### config.mk
export PLATFORM = sky130hd
export DESIGN_NAME = fp16_operand_deserializer
export DESIGN_NICKNAME = d
export VERILOG_FILES = /design/src/rtl/fp16_operand_deserializer.sv
export SDC_FILE = /design/constraint.sdc
export NUM_CORES = 1
export LEC_CHECK = 0
export CAP_MARGIN = 20
export CORE_UTILIZATION = 42
export CTS_CLUSTER_DIAMETER = 40
export DETAILED_ROUTE_END_ITERATION = 10
export PLACE_DENSITY = 0.74
export SYNTH_ARGS = -nofsm -noshare
export SYNTH_HDL_FRONTEND = slang
export SYNTH_SLANG_ARGS = --single-unit
### constraint.sdc
create_clock -name clk -period 1.6 [get_ports clk]
set_input_delay 0.24 -clock clk [delete_from_list [all_inputs] [get_ports clk]]
set_output_delay 0.24 -clock clk [all_outputs]
set_load 0.005 [all_outputs]
### src/rtl/fp16_operand_deserializer.sv
// Byte-serial operand deserializer for the logarithmic FP16 multiplier.
// Collects BEATS byte-wide beats (LSB byte first) of operands A and B into
// WIDTH-bit words and presents them to the core over a valid/ready handshake.
// One completed frame can sit in the output register while the next frame
// is being assembled.
// Optional: define FP_DESER_TIMEOUT_EN to drop partial frames that go idle
// for TIMEOUT_CYCLES cycles, pulsing `timeout` when that happens.
module fp16_operand_deserializer #(
  parameter int unsigned WIDTH          = 16,
  parameter int unsigned BEATS          = WIDTH / 8,
  parameter int unsigned TIMEOUT_CYCLES = 15
) (
  input  logic             clk,
  input  logic             rst,
  input  logic             in_valid,
  output logic             in_ready,
  input  logic [7:0]       a_byte,
  input  logic [7:0]       b_byte,
  input  logic             sync,
  output logic             out_valid,
  input  logic             out_ready,
  output logic [WIDTH-1:0] op_a,
  output logic [WIDTH-1:0] op_b,
  output logic [7:0]       frame_cnt,
  output logic             timeout
);

  localparam int unsigned CntW = (BEATS > 1) ? $clog2(BEATS) : 1;
  localparam logic [CntW-1:0] LastBeat = CntW'(BEATS - 1);

  // Reject configurations the beat/byte mapping cannot represent.
  if (WIDTH % 8 != 0 || WIDTH == 0 || BEATS != WIDTH / 8 || TIMEOUT_CYCLES == 0) begin : g_bad_cfg
    $error("fp16_operand_deserializer: invalid WIDTH/BEATS/TIMEOUT_CYCLES");
  end

  logic [CntW-1:0]  beat_cnt_q, beat_cnt_d;
  logic [WIDTH-1:0] asm_a_q, asm_a_d;
  logic [WIDTH-1:0] asm_b_q, asm_b_d;
  logic [WIDTH-1:0] op_a_q, op_a_d;
  logic [WIDTH-1:0] op_b_q, op_b_d;
  logic             out_valid_q, out_valid_d;
  logic [7:0]       frame_cnt_q, frame_cnt_d;

  logic             beat_acc;
  logic             last_beat;
  logic [WIDTH-1:0] asm_a_new;
  logic [WIDTH-1:0] asm_b_new;
  logic             drop;

  // Only the final beat can stall: it needs the output register free or draining.
  always_comb begin
    last_beat = (beat_cnt_q == LastBeat);
    in_ready  = !(last_beat && out_valid_q && !out_ready);
    beat_acc  = in_valid && in_ready && !sync;
  end

  // Merge the current beat's bytes into the assembly words.
  always_comb begin
    asm_a_new = asm_a_q;
    asm_b_new = asm_b_q;
    asm_a_new[8 * int'(beat_cnt_q) +: 8] = a_byte;
    asm_b_new[8 * int'(beat_cnt_q) +: 8] = b_byte;
  end

`ifdef FP_DESER_TIMEOUT_EN
  localparam int unsigned IdleW = $clog2(TIMEOUT_CYCLES + 1);

  logic [IdleW-1:0] idle_q, idle_d;
  logic             timeout_q, timeout_d;

  // Count idle cycles inside a partial frame; expire after TIMEOUT_CYCLES.
  always_comb begin
    idle_d    = idle_q;
    timeout_d = 1'b0;
    drop      = 1'b0;
    if (sync || beat_acc || beat_cnt_q == '0) begin
      idle_d = '0;
    end else if (idle_q == IdleW'(TIMEOUT_CYCLES - 1)) begin
      idle_d    = '0;
      timeout_d = 1'b1;
      drop      = 1'b1;
    end else begin
      idle_d = idle_q + 1'b1;
    end
  end

  // Idle counter and timeout pulse registers.
  always_ff @(posedge clk or posedge rst) begin
    if (rst) begin
      idle_q    <= '0;
      timeout_q <= 1'b0;
    end else begin
      idle_q    <= idle_d;
      timeout_q <= timeout_d;
    end
  end

  assign timeout = timeout_q;
`else
  assign drop    = 1'b0;
  assign timeout = 1'b0;
`endif

  // Beat counter, assembly and output register next state.
  always_comb begin
    beat_cnt_d  = beat_cnt_q;
    asm_a_d     = asm_a_q;
    asm_b_d     = asm_b_q;
    op_a_d      = op_a_q;
    op_b_d      = op_b_q;
    out_valid_d = out_valid_q;
    frame_cnt_d = frame_cnt_q;

    if (out_valid_q && out_ready) begin
      out_valid_d = 1'b0;
    end

    if (sync) begin
      beat_cnt_d = '0;
    end else if (beat_acc) begin
      if (last_beat) begin
        // Final beat goes straight to the output; a same-cycle drain is overwritten.
        op_a_d      = asm_a_new;
        op_b_d      = asm_b_new;
        out_valid_d = 1'b1;
        frame_cnt_d = frame_cnt_q + 8'd1;
        beat_cnt_d  = '0;
      end else begin
        asm_a_d    = asm_a_new;
        asm_b_d    = asm_b_new;
        beat_cnt_d = beat_cnt_q + 1'b1;
      end
    end else if (drop) begin
      beat_cnt_d = '0;
    end
  end

  // State registers.
  always_ff @(posedge clk or posedge rst) begin
    if (rst) begin
      beat_cnt_q  <= '0;
      asm_a_q     <= '0;
      asm_b_q     <= '0;
      op_a_q      <= '0;
      op_b_q      <= '0;
      out_valid_q <= 1'b0;
      frame_cnt_q <= '0;
    end else begin
      beat_cnt_q  <= beat_cnt_d;
      asm_a_q     <= asm_a_d;
      asm_b_q     <= asm_b_d;
      op_a_q      <= op_a_d;
      op_b_q      <= op_b_d;
      out_valid_q <= out_valid_d;
      frame_cnt_q <= frame_cnt_d;
    end
  end

  assign op_a      = op_a_q;
  assign op_b      = op_b_q;
  assign out_valid = out_valid_q;
  assign frame_cnt = frame_cnt_q;

endmodule
Word level (Yosys, flattened, before mapping)
Cells that the tools add are included.

cells by class
  $add $sub $neg = 3
  shift operators = 3
  multiplexer cells = 9
  bitwise operators = 2
  reductions and logical operators = 11

operator list
  cell                       count
  $shiftx A8 B33 Y16         2
  $neg A4 Y33                1
  $shift A8 B33 Y16 const A  1
  $bwmux W16                 2
  $add A8 B1 Y8 const B      1
  $mux W1                    7
  $reduce_and A3 Y1          2
  $logic_and A1 B1 Y1        5
  $logic_not A1 Y1           3
  $not A1 Y1                 2
  $reduce_bool A2 Y1         1
  $add A1 B1 Y1 const B      1

storage, ports and cells
  flip-flop bits (word level) = 74
  input bits = 21
  output and inout port bits = 43
  logic and storage cells = 35

Longest topological paths before layout
  depth in word-level cells = 7
  depth in mapped cells = 6
  depth with buffers taken out = 4

Worst setup path before layout
Ideal clock, no wire load.

  kind = register -> register
  start = register beat_cnt_q
  end = register asm_a_q[0]
  setup time = 127 ps
  arrival time = 1257 ps
  data required time = 1473 ps
  setup slack = 215 ps
  stages on the path, launching flop included = 4
  buffers on the path = 1
  period minus slack after synthesis = 1385 ps
  path through = dfrtp_1 -> nor3b_4 -> buf_6 -> mux2_1

between the ends
  cells in the longest elaborated chain, start to end = 6
  elaborated cells between the ends (all ways) = 11
  those cells by class = add/sub: 1; shift: 2; mux: 1; bitwise: 1; reduce/logical: 6

RTL lines
  item                                                 line  source
  start: declaration                                   36    logic [CntW-1:0] beat_cnt_q, beat_cnt_d;
  start signal: assignment                             149   beat_cnt_q <= beat_cnt_d;
  branches (longest 6 deep; another with $neg A4 Y33)  n/a
  end signal: assignment                               150   asm_a_q <= asm_a_d;
  end: declaration                                     37    logic [WIDTH-1:0] asm_a_q, asm_a_d;

Several ways; the timed one is not identified.
A chain may end at the register's enable or synchronous reset.

Worst setup path after layout
  start = register frame_cnt_q[2], in the netlist frame_cnt[2]
  end = output port frame_cnt[2]

RTL lines
  item                      line  source
  start: declaration        42    logic [7:0] frame_cnt_q, frame_cnt_d;
  start signal: assignment  155   frame_cnt_q <= frame_cnt_d;
  end: declaration          24    output logic [7:0] frame_cnt,

No word-level cell between the ends.

==> summary.md <==
| Metric | Value |
|---|---|
| Core ar. | `~5500 um2` |
| H-Tree Depth | `3` |
| Total power divided by cell area | `between 1000 and 1500 nW/um2` |
| Placed Instances | `around 280` |
| Tot GR Track Use | `0.159` |
| Crit-path max cell delay | `530 ps` |
| Critical path, cell by cell | `clkdlybuf4s50_1` |
| Multi-input logic area | `approximately 900 um2` |
| DRT Pass-1 Iters | `4` |
| Rows | `27` |
| Die height | `77.8 um` |
| Place WS | `-221 ps` |
| CTS tree | `built` |
| P_int | `3820 uW` |
| Asr flop ratio synth | `1.00` |
| Number of vias per cell | `4.71` |
| Flops & latches, synth | `58` |
| Cell variety after synth | `24` |
| Final nets | `around 240` |
| I/O Pins | `64` |
| Max_cap viols | `0` |
| Final setup fails | `0` |
| Vias in the first global route | `roughly 1400` |
| Share of post-route cells with drive strength above 1 | `0.281` |
| CTS root buf | `clkbuf_8` |
| Net Sw Frac | `0.234` |
| Unrepaired setup endpoints after global routing | `false` |
| Grt total ovfl | `0` |
| Ant diodes | `0` |
| Fill cells | `approximately 420` |
| Slew Viols, Final | `0` |
| Worst Slack Setup Final | `80.4 ps` |
| Status | `finished, final reports clean` |
| Synthesis warning total | `0` |
| Top cells by area, synth | `dfrtp_1 (60%), mux2_4 (20%), mux2_1 (7.9%)` |
| Post-layout util | `0.615` |
| Via count | `about 1400` |
| Top cells by count, synth | `dfrtp_1 (58), mux2_4 (32), mux2_1 (17)` |
| CTS Buf Count | `9` |
| Leakage power | `~0.0015 uW` |
| Psw | `between 1000 and 1500 uW` |
| Critical setup path kind | `register to output port` |
| Worst EP required | `about 1400 ps` |
| Remaining DRCs | `0` |
| Initial core utilization | `0.438` |
| Avg Inst Size Synth | `approximately 17 um2` |
| Synthesis-to-layout area growth | `40.5%` |
| Period minus WS final | `about 1500 ps` |
| Hold Crit Class | `input port to async pin` |
| Longest Clk Path Bufs | `2` |
| Post-synth top flop | `dfrtp_1` |
| Clk sink count | `58` |
| Area share of the largest cell type after synthesis | `0.602` |
| First-pass GRT wire length | `7070 um` |
| Synth Cell Area | `2410 um2` |
| Number of synthesized flops with an enable pin | `0` |
| Wire length per cell | `14.4 um` |
| CP max stage cell | `clkdlybuf4s50_1` |
| DPL Wire Length | `around 2900 um` |
| Buf/Inv on CP | `1` |
| Die area | `between 6000 and 7000 um2` |
| Peak VDD IR | `just over 800 uV` |
| Setup crit end kind | `output port` |
| Final wirelength | `about 4200 um` |
| Post-Syn Instances | `~140` |
| Post-DRT Antenna Nets | `0` |
| Routability Congestion | `0.689` |
| DP Area | `3160 um2` |
| Worst-path clk slew | `around 60 ps` |
| Final Hold Viols | `0` |
| Cell taking the most area after synthesis | `dfrtp_1` |
| IO buf count | `62` |
| Min Hold Slack | `between 150 and 200 ps` |
| Register area share after synthesis | `0.602` |
| Worst-path maximum fanout | `5` |
| Combinational share of power | `0.281` |
| DR iter-0 viols | `40` |
| Setup Skew | `between 4 and 5 ps` |
| Max Freq | `between 0.6 and 0.7 GHz` |
| Cell Count, Final, Fillers Out | `between 200 and 300` |
| Largest delay share family, worst path | `buffers and inverters` |
| Count leader, synth | `dfrtp_1` |
| Chip width | `77.8 um` |
| Largest net degree at the start of global routing | `52` |
| Arrival time worst endpoint | `1280 ps` |
| Reg area | `~1500 um2` |
| Initial antenna violation count | `0` |
| Clk pwr share | `0.293` |
| Setup crit start kind | `register` |
| Synthesized net count | `approximately 160` |
| Final Cell Area | `roughly 3400 um2` |
| Final period utilization | `0.950` |
| Clock latency on the worst-skew pair | `about 330 ps` |
| Sequential Power Share | `0.426` |
kinds of logic after synthesis:
family | after synthesis | synth area share
compound gates | 1 | 0.00207
fa+ha+maj | 1 | 0.00519
buf+inv | 9 | 0.0358
flops | 58 | 0.602
xor+xnor | 7 | 0.0254
mux | 49 | 0.279
other cells | 1 | 0.00156
simple gates | 16 | 0.0493
through the flow:
stage,setup TNS [ps],power [uW]
after floorplan,0,2740
after global placement,-7430,3540
after detailed placement,-9100,3570
after CTS,0,5060
after global routing,0,5250
final,0,4990
path summary, 6_finish.rpt:
check,start,endpoint,slack (ps),cells after the start
setup / recovery,frame_cnt[2],frame_cnt[2],80,1
hold / removal,rst,frame_cnt[7],180,2
setup reg to reg,out_valid,op_a[0],130,4
hold reg to reg,asm_a_q[3],asm_a_q[3],490,1
max in group asynchronous,rst,op_b[2],910,3
min in group clk,asm_a_q[3],asm_a_q[3],490,1
power by group through the flow:
stage          sequential, uW  combinational, uW  clock [uW]
2_1_floorplan            2140                598           0
3_3_place_gp             2160               1380           0
3_5_place_dp             2150               1420           0
4_1_cts                  2140               1430        1500
5_1_grt                  2190               1500        1570
6_report                 2130               1400        1460
layer usage:
layer | global-route usage | part of all wire | up-vias
met5 | 0 | 0 | -
met4 | 0.0736 | 0.012 | 0
met3 | 0.0776 | 0.064 | 5
met2 | 0.236 | 0.48 | 41
met1 | 0.194 | 0.44 | 700
li1 | - | - | 635
placed cells by master (no fill, tap or decap), types with 2 or more instances in the layout:
| master | n |
|---|---|
| bufinv_16 | 2 |
| buf_4 | 3 |
| clkbuf_8 | 10 |
| xnor2_1 | 6 |
| nand2_1 | 2 |
| mux2_1 | 17 |
| clkdlybuf4s50_1 | 61 |
| mux2_4 | 32 |
| clkinv_2 | 4 |
| and2_1 | 2 |
| nand3_1 | 4 |
| buf_12 | 5 |
| dfrtp_1 | 58 |
sequential cells by signal, indices dropped and copies added, names as in the netlist:
| register | cells |
|---|---|
| asm_a_q | 8 |
| asm_b_q | 8 |
| beat_cnt_q | 1 |
| frame_cnt | 8 |
| op_a | 16 |
| op_b | 16 |
| out_valid | 1 |
cell type report:
cell class              count  share of cell area
repair buffers             70               0.219
inverters                   2             0.00332
clock inverters             6              0.0236
clock buffers              10              0.0406
multi-input cells          75               0.258
flip-flops and latches     58               0.429
well taps                  72              0.0266
what timing repair did:
action | 4_1_cts | 5_1_grt
buffers inserted | 1 | 0
endpoints found under the setup margin | 1 | 0
hold buffers | 0 | 0
gates resized for setup | 1 | 0
No activity file was read; power rests on OpenSTA's default activity.
